<file path="config.mk">
export PLATFORM = sky130hd
export DESIGN_NAME = cp0_regfile
export DESIGN_NICKNAME = d
export VERILOG_FILES = /design/src/rtl/cp0_regfile.sv
export SDC_FILE = /design/constraint.sdc
export NUM_CORES = 1
export LEC_CHECK = 0
export ABC_AREA = 0
export BUFFER_PORTS_ARGS = -buffer_cell sky130_fd_sc_hd__buf_4
export CORE_MARGIN = 3
export CORE_UTILIZATION = 45
export CTS_BUF_LIST = sky130_fd_sc_hd__clkbuf_16
export CTS_CLUSTER_DIAMETER = 40
export DETAILED_ROUTE_END_ITERATION = 8
export HOLD_SLACK_MARGIN = 0.06
export PLACE_DENSITY = 0.75
export SLEW_MARGIN = 20
export SYNTH_ARGS = -nofsm -noshare
export SYNTH_HDL_FRONTEND = slang
export SYNTH_SLANG_ARGS = --single-unit
</file>
<file path="constraint.sdc">
create_clock -name clk -period 3.2 [get_ports clk]
set_input_delay 0.48 -clock clk [delete_from_list [all_inputs] [get_ports clk]]
set_output_delay 0.48 -clock clk [all_outputs]
set_load 0.02 [all_outputs]
</file>
<file path="src/rtl/cp0_regfile.sv">
// CP0 register file and exception/interrupt controller for the MIPS pipeline.
// Define CP0_TIMER_EN to build the Count/Compare timer; without it both read 0.
module cp0_regfile (
    input  logic         clk,
    input  logic         reset,
    input  logic         ws_valid,
    input  logic [109:0] wb_to_cp0_register_bus,
    input  logic [5:0]   ext_int_in,
    output logic [31:0]  cp0_rdata,
    output logic [31:0]  cp0_epc,
    output logic         cp0_status_exl,
    output logic         int_req
);

    localparam logic [4:0] ADDR_BADVADDR = 5'd8;
    localparam logic [4:0] ADDR_COUNT    = 5'd9;
    localparam logic [4:0] ADDR_COMPARE  = 5'd11;
    localparam logic [4:0] ADDR_STATUS   = 5'd12;
    localparam logic [4:0] ADDR_CAUSE    = 5'd13;
    localparam logic [4:0] ADDR_EPC      = 5'd14;
    localparam logic [4:0] EXC_ADEL      = 5'h04;
    localparam logic [4:0] EXC_ADES      = 5'h05;

    logic        ex;
    logic [4:0]  excode;
    logic [31:0] badvaddr;
    logic        bd;
    logic [31:0] pc;
    logic        mtc0_we;
    logic [4:0]  addr;
    logic [31:0] wdata;
    logic        eret;

    assign {ex, excode, badvaddr, bd, pc, mtc0_we, addr, wdata, eret} = wb_to_cp0_register_bus;

    logic ex_v, eret_v, mtc0_v;
    assign ex_v   = ex & ws_valid;
    assign eret_v = eret & ws_valid & ~ex;
    assign mtc0_v = mtc0_we & ws_valid & ~ex;

    logic [7:0]  im_q;
    logic        exl_q, ie_q;
    logic        bd_q;
    logic [4:0]  exccode_q;
    logic [5:0]  ip_hw_q;
    logic [1:0]  ip_sw_q;
    logic [31:0] epc_q, badvaddr_q;

    logic        timer_int;
    logic [31:0] count_rd, compare_rd;

`ifdef CP0_TIMER_EN
    logic [31:0] count_q, compare_q;
    logic        tick_q, ti_q;
    logic        wr_count, wr_compare;

    assign wr_count   = mtc0_v && (addr == ADDR_COUNT);
    assign wr_compare = mtc0_v && (addr == ADDR_COMPARE);

    // Count advances every other cycle; a Compare write clears TI even on a same-cycle match.
    always_ff @(posedge clk) begin
        if (reset) begin
            count_q   <= '0;
            compare_q <= '0;
            tick_q    <= 1'b0;
            ti_q      <= 1'b0;
        end else begin
            tick_q <= ~tick_q;
            if (wr_count)
                count_q <= wdata;
            else if (tick_q)
                count_q <= count_q + 32'd1;
            if (wr_compare)
                compare_q <= wdata;
            if (wr_compare)
                ti_q <= 1'b0;
            else if (count_q == compare_q)
                ti_q <= 1'b1;
        end
    end

    assign timer_int  = ti_q;
    assign count_rd   = count_q;
    assign compare_rd = compare_q;
`else
    assign timer_int  = 1'b0;
    assign count_rd   = '0;
    assign compare_rd = '0;
`endif

    always_ff @(posedge clk) begin
        if (reset) begin
            im_q       <= '0;
            exl_q      <= 1'b0;
            ie_q       <= 1'b0;
            bd_q       <= 1'b0;
            exccode_q  <= '0;
            ip_hw_q    <= '0;
            ip_sw_q    <= '0;
            epc_q      <= '0;
            badvaddr_q <= '0;
        end else begin
            ip_hw_q <= {ext_int_in[5] | timer_int, ext_int_in[4:0]};
            if (ex_v) begin
                if (!exl_q) begin
                    epc_q <= bd ? pc - 32'd4 : pc;
                    bd_q  <= bd;
                end
                exl_q     <= 1'b1;
                exccode_q <= excode;
                if (excode == EXC_ADEL || excode == EXC_ADES)
                    badvaddr_q <= badvaddr;
            end else begin
                if (mtc0_v && addr == ADDR_STATUS) begin
                    im_q  <= wdata[15:8];
                    exl_q <= wdata[1];
                    ie_q  <= wdata[0];
                end
                // NOTE: with non-blocking assignments the last one in program order wins,
                // so placing the eret clear after mtc0 gives eret priority on EXL.
                if (eret_v)
                    exl_q <= 1'b0;
                if (mtc0_v && addr == ADDR_CAUSE)
                    ip_sw_q <= wdata[9:8];
                if (mtc0_v && addr == ADDR_EPC)
                    epc_q <= wdata;
            end
        end
    end

    logic [31:0] status_rd, cause_rd;
    assign status_rd = {9'b0, 1'b1, 6'b0, im_q, 6'b0, exl_q, ie_q};
    assign cause_rd  = {bd_q, timer_int, 14'b0, ip_hw_q, ip_sw_q, 1'b0, exccode_q, 2'b0};

    // NOTE: the default arm keeps this mux purely combinational (no latch on unlisted addresses).
    always_comb begin
        cp0_rdata = '0;
        case (addr)
            ADDR_BADVADDR: cp0_rdata = badvaddr_q;
            ADDR_COUNT:    cp0_rdata = count_rd;
            ADDR_COMPARE:  cp0_rdata = compare_rd;
            ADDR_STATUS:   cp0_rdata = status_rd;
            ADDR_CAUSE:    cp0_rdata = cause_rd;
            ADDR_EPC:      cp0_rdata = epc_q;
            default:       cp0_rdata = '0;
        endcase
    end

    assign cp0_epc        = epc_q;
    assign cp0_status_exl = exl_q;
    assign int_req        = (|({ip_hw_q, ip_sw_q} & im_q)) & ie_q & ~exl_q;

endmodule

</file>
# Yosys cells after proc, flatten, opt, wreduce, memory -nomap -nowiden
# Index checks and enable logic that the tools add are counted.
[word_totals]
regBits = 88
[op_classes]
bitwise = 11
add_sub_neg = 1
n_eq_ne = 7
n_reduce_logical = 12
n_mux = 8
[op_table]
columns = ["cell", "count"]
rows = [
  ["2-to-1 mux 32 bit", 4],
  ["one-hot mux 32 bit (4 select lines)", 1],
  ["subtractor 32 x 3 -> 32 bit, second input constant", 1],
  ["equality test 5 x 4 -> 1 bit, second input constant", 4],
  ["equality test 5 x 3 -> 1 bit, second input constant", 2],
  ["AND reduction 2 bit", 5],
  ["AND 8 bit", 1],
  ["OR reduction 8 bit", 1],
  ["AND 1 bit", 7],
  ["logical AND 1 bit", 3],
  ["2-to-1 mux 1 bit", 3],
  ["inverter 1 bit", 3],
  ["nonzero test 3 bit", 1],
  ["!= test 2 bit, second input constant", 1],
  ["nonzero test 2 bit", 1],
  ["logical OR 1 bit", 1],
]

# Depth between registers and ports, before layout
# Gate-level depths: netlist (run 1).
[logic_depth]
depth_word = 6
depth_mapped = 8
mapped_depth_nobuf = 7

# Worst setup path before layout (run 1)
# OpenSTA, ideal clock, no wires.
[synth_path]
kind = "input port to output port"
from = "input port wb_to_cp0_register_bus[35]"
to = "output port cp0_rdata[12]"
cell_stages = 6
t_required_ns = 2.720
arrival_ns = 2.012
slack_ns = 0.708
n_path_buf = 2
cell_sequence = "clkbuf_1 -> nand3b_1 -> nor3b_1 -> clkbuf_1 -> a22oi_1 -> o21ai_0"
[synth_between]
elab_chain_cells = 2
[synth_lines]
columns = ["element", "line_no", "source"]
rows = [
  ["start: declaration", "7", "input logic [109:0] wb_to_cp0_register_bus,"],
  ["equality test 5 x 4 -> 1 bit", "138", "case (addr)"],
  ["one-hot mux 32 bit (4 select lines) *", "138", ""],
  ["end: declaration", "9", "output logic [31:0] cp0_rdata,"],
]
# Every way passes the cells marked *; elsewhere a longest branch is shown, timed or not.

# Worst setup path in the final report (run 1)
[layout_path]
from = "input port wb_to_cp0_register_bus[33]"
to = "output port cp0_rdata[14]"
# The elaborated chain is that of the path after synthesis.

==> run metrics, run 1 <==
fraction of final layout cells with drive strength greater than 1 0.301; total congestion overflow 0; Worst Hold Path EP ip_hw_q[2]$_SDFF_PP0_; wire length of the first global-routing pass ~25000 microns; largest net degree at the start of global routing 90; Register-to-Register Path Depth 5; post-detailed-route DRC marker count 0; part of the cycle the worst path needs 0.750; number of resized instances in the post-cts repair step 0; post-layout net count slightly below 900; Worst Path Required 2.72 ns; peak supply drop between 0.0002 and 0.0003 V; Worst slew margin 0.367; upper clock frequency limit 417 MHz; outcome completed; clock latency reported for the late side of the worst-skew pair approximately 0.33 ns; critical path data arrival time roughly 1.9 ns; peak fanout along the critical path 26; detailed placer's ending HPWL 12400 microns; setup slack on the worst flop-to-flop path about 1.2 ns; kind of end point of the critical path primary output; total length of routed wires approximately 16000 microns; clock tree from TritonCTS built; post-synthesis cell type count 56; Reg clk slew, reported paths about 0.060 ns; Warnings, synthesis 0; antenna-violating nets left 0; Hold Startpoint ext_int_in[2]; vias in the first global route between 4000 and 5000; width of the die approximately 110 microns; mean instance size in the synthesized netlist 7.90 sq um; transition time of the tightest slew-check pin roughly 0.95 ns; count of cells along the worst hold path 2; Root Buffer sky130_fd_sc_hd__clkbuf_16; RSZ-0062 raised after global routing false; final clock skew between 0.005 and 0.006 ns; final setup TNS 0 ns; biggest area consumer among synthesized cells sky130_fd_sc_hd__dfxtp_1; primary flip-flop cell chosen by synthesis mapping sky130_fd_sc_hd__dfxtp_1; gate count of the mapped netlist 577; number of buffers added by the clock tree synthesis step 9; leading cell type in the layout, fill and taps excluded sky130_fd_sc_hd__buf_4; I/O pin count approximately 190; # diodes 0; share of synthesized registers carrying an async set or reset 0; number of iterations in the first detailed-routing pass 7; Clock Path Buffers 2; Reg-to-Reg Start cp0_status_exl$_SDFFE_PP0P_; register area share after synthesis 0.386; layout overhead on the synthesized area 39.0%; initial antenna violation count 0; placeable core area ~0.0098 sq mm; total standard cell area after synthesis around 0.0046 sq mm; max-cap check violation count 0; Post-CTS Setup Inserts 0; combinational family with the most area after synthesis simple AND/OR/NAND/NOR gates; portion of netlist area occupied by mux cells 0.0395; final estimated routing congestion in global placement approximately 0.9; Die ar. roughly 0.011 sq mm; Net Count, Synth roughly 700; maximum level of the CTS H-tree 3; Tightest Hold Check Type input port to register; number of design-rule violations left by the first detailed-router iteration between 300 and 400; average wire per cell in the routed design 18.4 microns; area share of the largest cell type after synthesis 0.386; power per cell area ~410 mW/mm^2; most used cells in the layout excluding fill and tap cells sky130_fd_sc_hd__buf_4 (199), sky130_fd_sc_hd__nand2_1 (123), sky130_fd_sc_hd__dfxtp_1 (88); number of failing hold endpoints at the final stage 0; number of sinks handled by clock tree synthesis slightly below 90; initial core utilization 0.464; leakage component of the power roughly 0.0027 uW; Synth Area in Compound Gates 0.216; kind of start point of the critical path input port; vias 4945; number of cell rows 36; hold bufs inserted after CTS 0; synthesized-area fraction occupied by xor and xnor cells 0.0384; final max-slew violation count 0; startpoint-to-endpoint class of the critical path input port to primary output; die span in y roughly 110 microns; R2R Path End cp0_epc[14]$_SDFFE_PP0P_; Post-synth EDFFs 0; synthesized-area fraction occupied by adder cells 0.00274; Min Clock Period, post-route 2.40 ns; buffers added on ports roughly 180; PnR Total Power approximately 2600 uW; top area cells in the synthesized netlist sky130_fd_sc_hd__dfxtp_1 (39%), sky130_fd_sc_hd__nand2_1 (10%), sky130_fd_sc_hd__a21oi_1 (7.2%); Synth Register Bits just under 90; mean number of vias per cell approximately 5.6; aggregate global-route resource usage 0.282; Simple-Gate Fraction of Synth Area 0.276; final setup violation count 0
-- cell families (layout without fill, tap and decap cells) --
logic type               after synthesis  in the layout
AND/OR/NAND/NOR                      252            252
AO/OA/AOI/OAI                        154            154
flip-flops                            88             88
buffers and inverters                 44            217
XOR/XNOR                              20             20
multiplexers                          18             18
adder cells (fa/ha/maj)                1              1
-- per-layer routing --
layer | part of all wire | GRT usage | wire length (microns)
met5 | 0 | 0 | 0
met4 | 0.036 | 0.121 | 588
met2 | 0.47 | 0.472 | 7650
met3 | 0.082 | 0.0566 | 1320
met1 | 0.41 | 0.353 | 6670
-- worst max-delay path by stage --
stage | from | end | slack, ns | cells past startpoint
floorplan | wb_to_cp0_register_bus[35] | cp0_rdata[12] | 0.71 | 6
global placement | wb_to_cp0_register_bus[51] | cp0_epc[28]$_SDFFE_PP0P_ | 0.73 | 6
detailed placement | wb_to_cp0_register_bus[51] | cp0_epc[28]$_SDFFE_PP0P_ | 0.66 | 6
CTS | wb_to_cp0_register_bus[33] | cp0_rdata[14] | 0.81 | 8
global route | wb_to_cp0_register_bus[33] | cp0_rdata[11] | 0.64 | 8
finish | wb_to_cp0_register_bus[33] | cp0_rdata[14] | 0.80 | 8
-- worst max-delay path: stages --
cell and delay, ns:
sky130_fd_sc_hd__buf_4 0.13, sky130_fd_sc_hd__nor2_1 0.17, sky130_fd_sc_hd__nand3b_1 0.26, sky130_fd_sc_hd__nor2_2 0.15
sky130_fd_sc_hd__buf_4 0.32, sky130_fd_sc_hd__a22oi_1 0.15, sky130_fd_sc_hd__nand2_1 0.11, sky130_fd_sc_hd__buf_4 0.15
-- synth_stat cells, types with 3 or more instances --
cell / count
sky130_fd_sc_hd__nand3b_1: 3
sky130_fd_sc_hd__a211oi_1: 5
sky130_fd_sc_hd__o211ai_1: 5
sky130_fd_sc_hd__nor2b_1: 7
sky130_fd_sc_hd__o22ai_1: 6
sky130_fd_sc_hd__and3b_1: 4
sky130_fd_sc_hd__xor2_1: 7
sky130_fd_sc_hd__mux2i_1: 18
sky130_fd_sc_hd__clkbuf_1: 37
sky130_fd_sc_hd__o21ai_0: 13
sky130_fd_sc_hd__dfxtp_1: 88
sky130_fd_sc_hd__a311oi_1: 4
sky130_fd_sc_hd__nand3_1: 9
sky130_fd_sc_hd__a21oi_1: 66
sky130_fd_sc_hd__nor4_1: 5
sky130_fd_sc_hd__and3_1: 3
sky130_fd_sc_hd__or4_1: 5
sky130_fd_sc_hd__nand2b_1: 3
sky130_fd_sc_hd__xnor2_1: 13
sky130_fd_sc_hd__nor3_1: 14
sky130_fd_sc_hd__a22o_1: 16
sky130_fd_sc_hd__a22oi_1: 21
sky130_fd_sc_hd__or3_1: 8
sky130_fd_sc_hd__a31oi_1: 3
sky130_fd_sc_hd__inv_1: 3
sky130_fd_sc_hd__nor2_1: 45
sky130_fd_sc_hd__a211o_1: 6
sky130_fd_sc_hd__nand2_1: 123
sky130_fd_sc_hd__and2_1: 3
-- metrics by stage --
stage | util | setup WS [ns] | cells | area [sq um] | hold WS, ns
6_report | 0.645 | 0.800 | 883 | 6340 | 0.373
5_1_grt | 0.645 | 0.645 | 883 | 6340 | 0.368
4_1_cts | 0.645 | 0.808 | 883 | 6340 | 0.367
3_5_place_dp | 0.616 | 0.658 | 868 | 6050 | 0.446
3_3_place_gp | 0.616 | 0.733 | 868 | 6050 | 0.442
2_1_floorplan | - | 0.708 | 577 | 4560 | 0.436
-- where the power goes --
part           switching (uW)  internal [uW]  total, uW
Clock                     421            598       1020
Combinational             207            196        402
Sequential               40.5           1130       1170
Total                     668           1930       2590
-- state kept, by name, indices dropped and copies added, names as in the netlist --
register        cells
badvaddr_q         32
bd_q                1
cp0_epc            32
cp0_status_exl      1
exccode_q           5
ie_q                1
im_q                8
ip_hw_q             6
ip_sw_q             2
-- cell type report --
cell class                      instances  area, sq um
Sequential cell                        88         1760
Timing Repair Buffer                  199         1490
Fill cell                             901         3480
Clock inverter                          6         61.3
Multi-Input combinational cell        445         2620
Inverter                                3         11.3
Clock buffer                            9          225
Tap cell                              133          166
No activity file was read; power rests on OpenSTA's default activity.
==> inputs of run 2 (changes only) <==
--- a/config.mk
+++ b/config.mk
@@ -8,12 +8,12 @@
 export ABC_AREA = 0
 export BUFFER_PORTS_ARGS = -buffer_cell sky130_fd_sc_hd__buf_4
 export CORE_MARGIN = 3
-export CORE_UTILIZATION = 45
+export CORE_UTILIZATION = 44
 export CTS_BUF_LIST = sky130_fd_sc_hd__clkbuf_16
 export CTS_CLUSTER_DIAMETER = 40
 export DETAILED_ROUTE_END_ITERATION = 8
 export HOLD_SLACK_MARGIN = 0.06
-export PLACE_DENSITY = 0.75
+export PLACE_DENSITY = 0.77
 export SLEW_MARGIN = 20
 export SYNTH_ARGS = -nofsm -noshare
 export SYNTH_HDL_FRONTEND = slang
==> constraint.sdc (replaced) <==
create_clock -name clk -period 2.16 [get_ports clk]
set_input_delay 0.324 -clock clk [delete_from_list [all_inputs] [get_ports clk]]
set_output_delay 0.324 -clock clk [all_outputs]
set_load 0.02 [all_outputs]
==> run metrics, run 2 (same netlist as run 1, synthesis figures left out) <==
outcome completed; Min Clock Period, post-route slightly below 2 ns; startpoint-to-endpoint class of the critical path input port to primary output; antenna-violating nets left 0 (unchanged); number of iterations in the first detailed-routing pass 5 (-2); share of the core filled with cells in the final layout 0.656 (+0.0109); leakage component of the power 0.00279 uW (+3.9%); post-layout instance area 0.00650 sq mm (+2.6%); upper clock frequency limit around 500 MHz; Root Buffer sky130_fd_sc_hd__clkbuf_16; part of the cycle the worst path needs 0.918; number of failing hold endpoints at the final stage 0 (unchanged); biggest cell delay along the critical path 0.31 ns (about the same); layout overhead on the synthesized area 42.7%; fraction of final layout cells with drive strength greater than 1 0.316 (+0.0151); initial core utilization 0.460 (-0.00422); number of resized instances in the post-cts repair step 0 (unchanged); die span in y 108 microns (+1.1%); leading cell type in the layout, fill and taps excluded sky130_fd_sc_hd__buf_4; peak supply drop 0.000546 V (+90%); average wire per cell in the routed design 18.1 microns (-1.5%); filler instances 871 (-3.3%); total congestion overflow 0 (unchanged); Worst slew margin 0.370 (+0.00355); largest net degree at the start of global routing 90 (unchanged); Tightest Hold Check Type input port to register; clock latency reported for the late side of the worst-skew pair 0.33 ns (about the same); kind of start point of the critical path input port; post-detailed-route DRC marker count 0 (unchanged); Clock Path Buffers 2 (unchanged); final clock skew 0.00878 ns (+0.00378 ns); I/O pin count 185 (unchanged); final max-slew violation count 0 (unchanged); Die ar. 0.0116 sq mm (+2.1%); mean number of vias per cell 5.63 (+0.46%); wire length of the first global-routing pass 24900 microns (-1.9%); smallest setup slack after layout 0.178 ns (-0.622 ns); CP max-delay cell sky130_fd_sc_hd__a22oi_1; number of sinks handled by clock tree synthesis 88 (unchanged); Reg clk slew, reported paths 0.07 ns (about the same); vias in the first global route 4905 (+0.45%); peak fanout along the critical path 32 (+23%); hold bufs inserted after CTS 0 (unchanged); area post-placement 0.00619 sq mm (+2.3%); detailed placer's ending HPWL 12600 microns (+1.0%); Worst Path Required 1.84 ns (-0.88 ns); combined area of the multi-input logic cells 0.00262 sq mm (unchanged); flip-flop and latch area 0.00176 sq mm (unchanged); aggregate global-route resource usage 0.273 (-0.00871); power per cell area 614 mW/mm^2 (+50%); final setup violation count 0 (unchanged); cells traversed along the worst timing path buf_4, and3b_1, and2_1, buf_12, a22oi_1, nand2_1, buf_4; kind of end point of the critical path primary output; width of the die 108 microns (+1.1%); transition time of the tightest slew-check pin 0.944 ns (-0.00532 ns); # diodes 0 (unchanged); Min Hold Slack 0.218 ns (-0.155 ns); buffers added on ports 184 (unchanged); vias 5069 (+2.5%); Top cell by count, worst path sky130_fd_sc_hd__buf_4; number of design-rule violations left by the first detailed-router iteration 248 (-22%); RSZ-0062 raised after global routing false; most used cells in the layout excluding fill and tap cells sky130_fd_sc_hd__buf_4 (215), sky130_fd_sc_hd__nand2_1 (123), sky130_fd_sc_hd__dfxtp_1 (88); number of cell rows 36 (unchanged); placeable core area 0.00991 sq mm (+0.92%); clock tree from TritonCTS built; total length of routed wires 16300 microns (+0.51%); post-layout net count 883 (+2.0%); final estimated routing congestion in global placement 0.950 (+5.5%); Post-CTS Setup Inserts 0 (unchanged); max-cap check violation count 0 (unchanged); PnR Total Power 4000 uW (+54%); initial antenna violation count 0 (unchanged); number of buffers added by the clock tree synthesis step 9 (unchanged); maximum level of the CTS H-tree 3 (unchanged); worst setup timing slack at the placement stage -0.0472 ns (-0.705 ns); critical path data arrival time 1.66 ns (-0.26 ns)
[run 2: path summary, 6_finish.rpt]
| check | cells past startpoint | slack [ns] | from | end |
|---|---|---|---|---|
| hold / removal | 2 | 0.22 | ext_int_in[0] | ip_hw_q[0]$_SDFF_PP0_ |
| setup / recovery | 7 | 0.18 | wb_to_cp0_register_bus[35] | cp0_rdata[5] |
| hold reg to reg | 2 | 0.46 | badvaddr_q[29]$_SDFFE_PP0P_ | badvaddr_q[29]$_SDFFE_PP0P_ |
| setup reg to reg | 6 | 0.58 | cp0_status_exl$_SDFFE_PP0P_ | cp0_epc[19]$_SDFFE_PP0P_ |
[run 2: critical path: cells and delay by family]
kind | cells | cell delay (ns)
AND/OR/NAND/NOR | 3 | 0.49
AO/OA/AOI/OAI | 1 | 0.31
buffers and inverters | 3 | 0.51
[run 2: per-layer routing]
metal / part of all wire / global-route usage / wire length, microns
met5: 0 / 0 / 0
met4: 0.027 / 0.0992 / 437
met3: 0.081 / 0.0660 / 1320
met2: 0.49 / 0.471 / 7940
met1: 0.41 / 0.330 / 6620
[run 2: cell type report]
type,count,share of cell area
inverters,3,0.00173
repair buffers,216,0.251
clock buffers,9,0.0346
well taps,133,0.0256
multi-input cells,445,0.402
clock inverters,7,0.0135
flip-flops and latches,88,0.271
[run 2: where the power goes]
part	total, uW	internal, uW	leakage (uW)	switching [uW]
clock	1640	1010	0.000156	636
sequential	1730	1680	0.000716	55.3
combinational	621	303	0.00192	318
[run 2: per-stage QoR]
step	instances	TNS, ns
floorplan	577	0
global route	901	0
finish	901	0
CTS	901	0
detailed placement	885	-0.0472
global placement	885	-0.00672
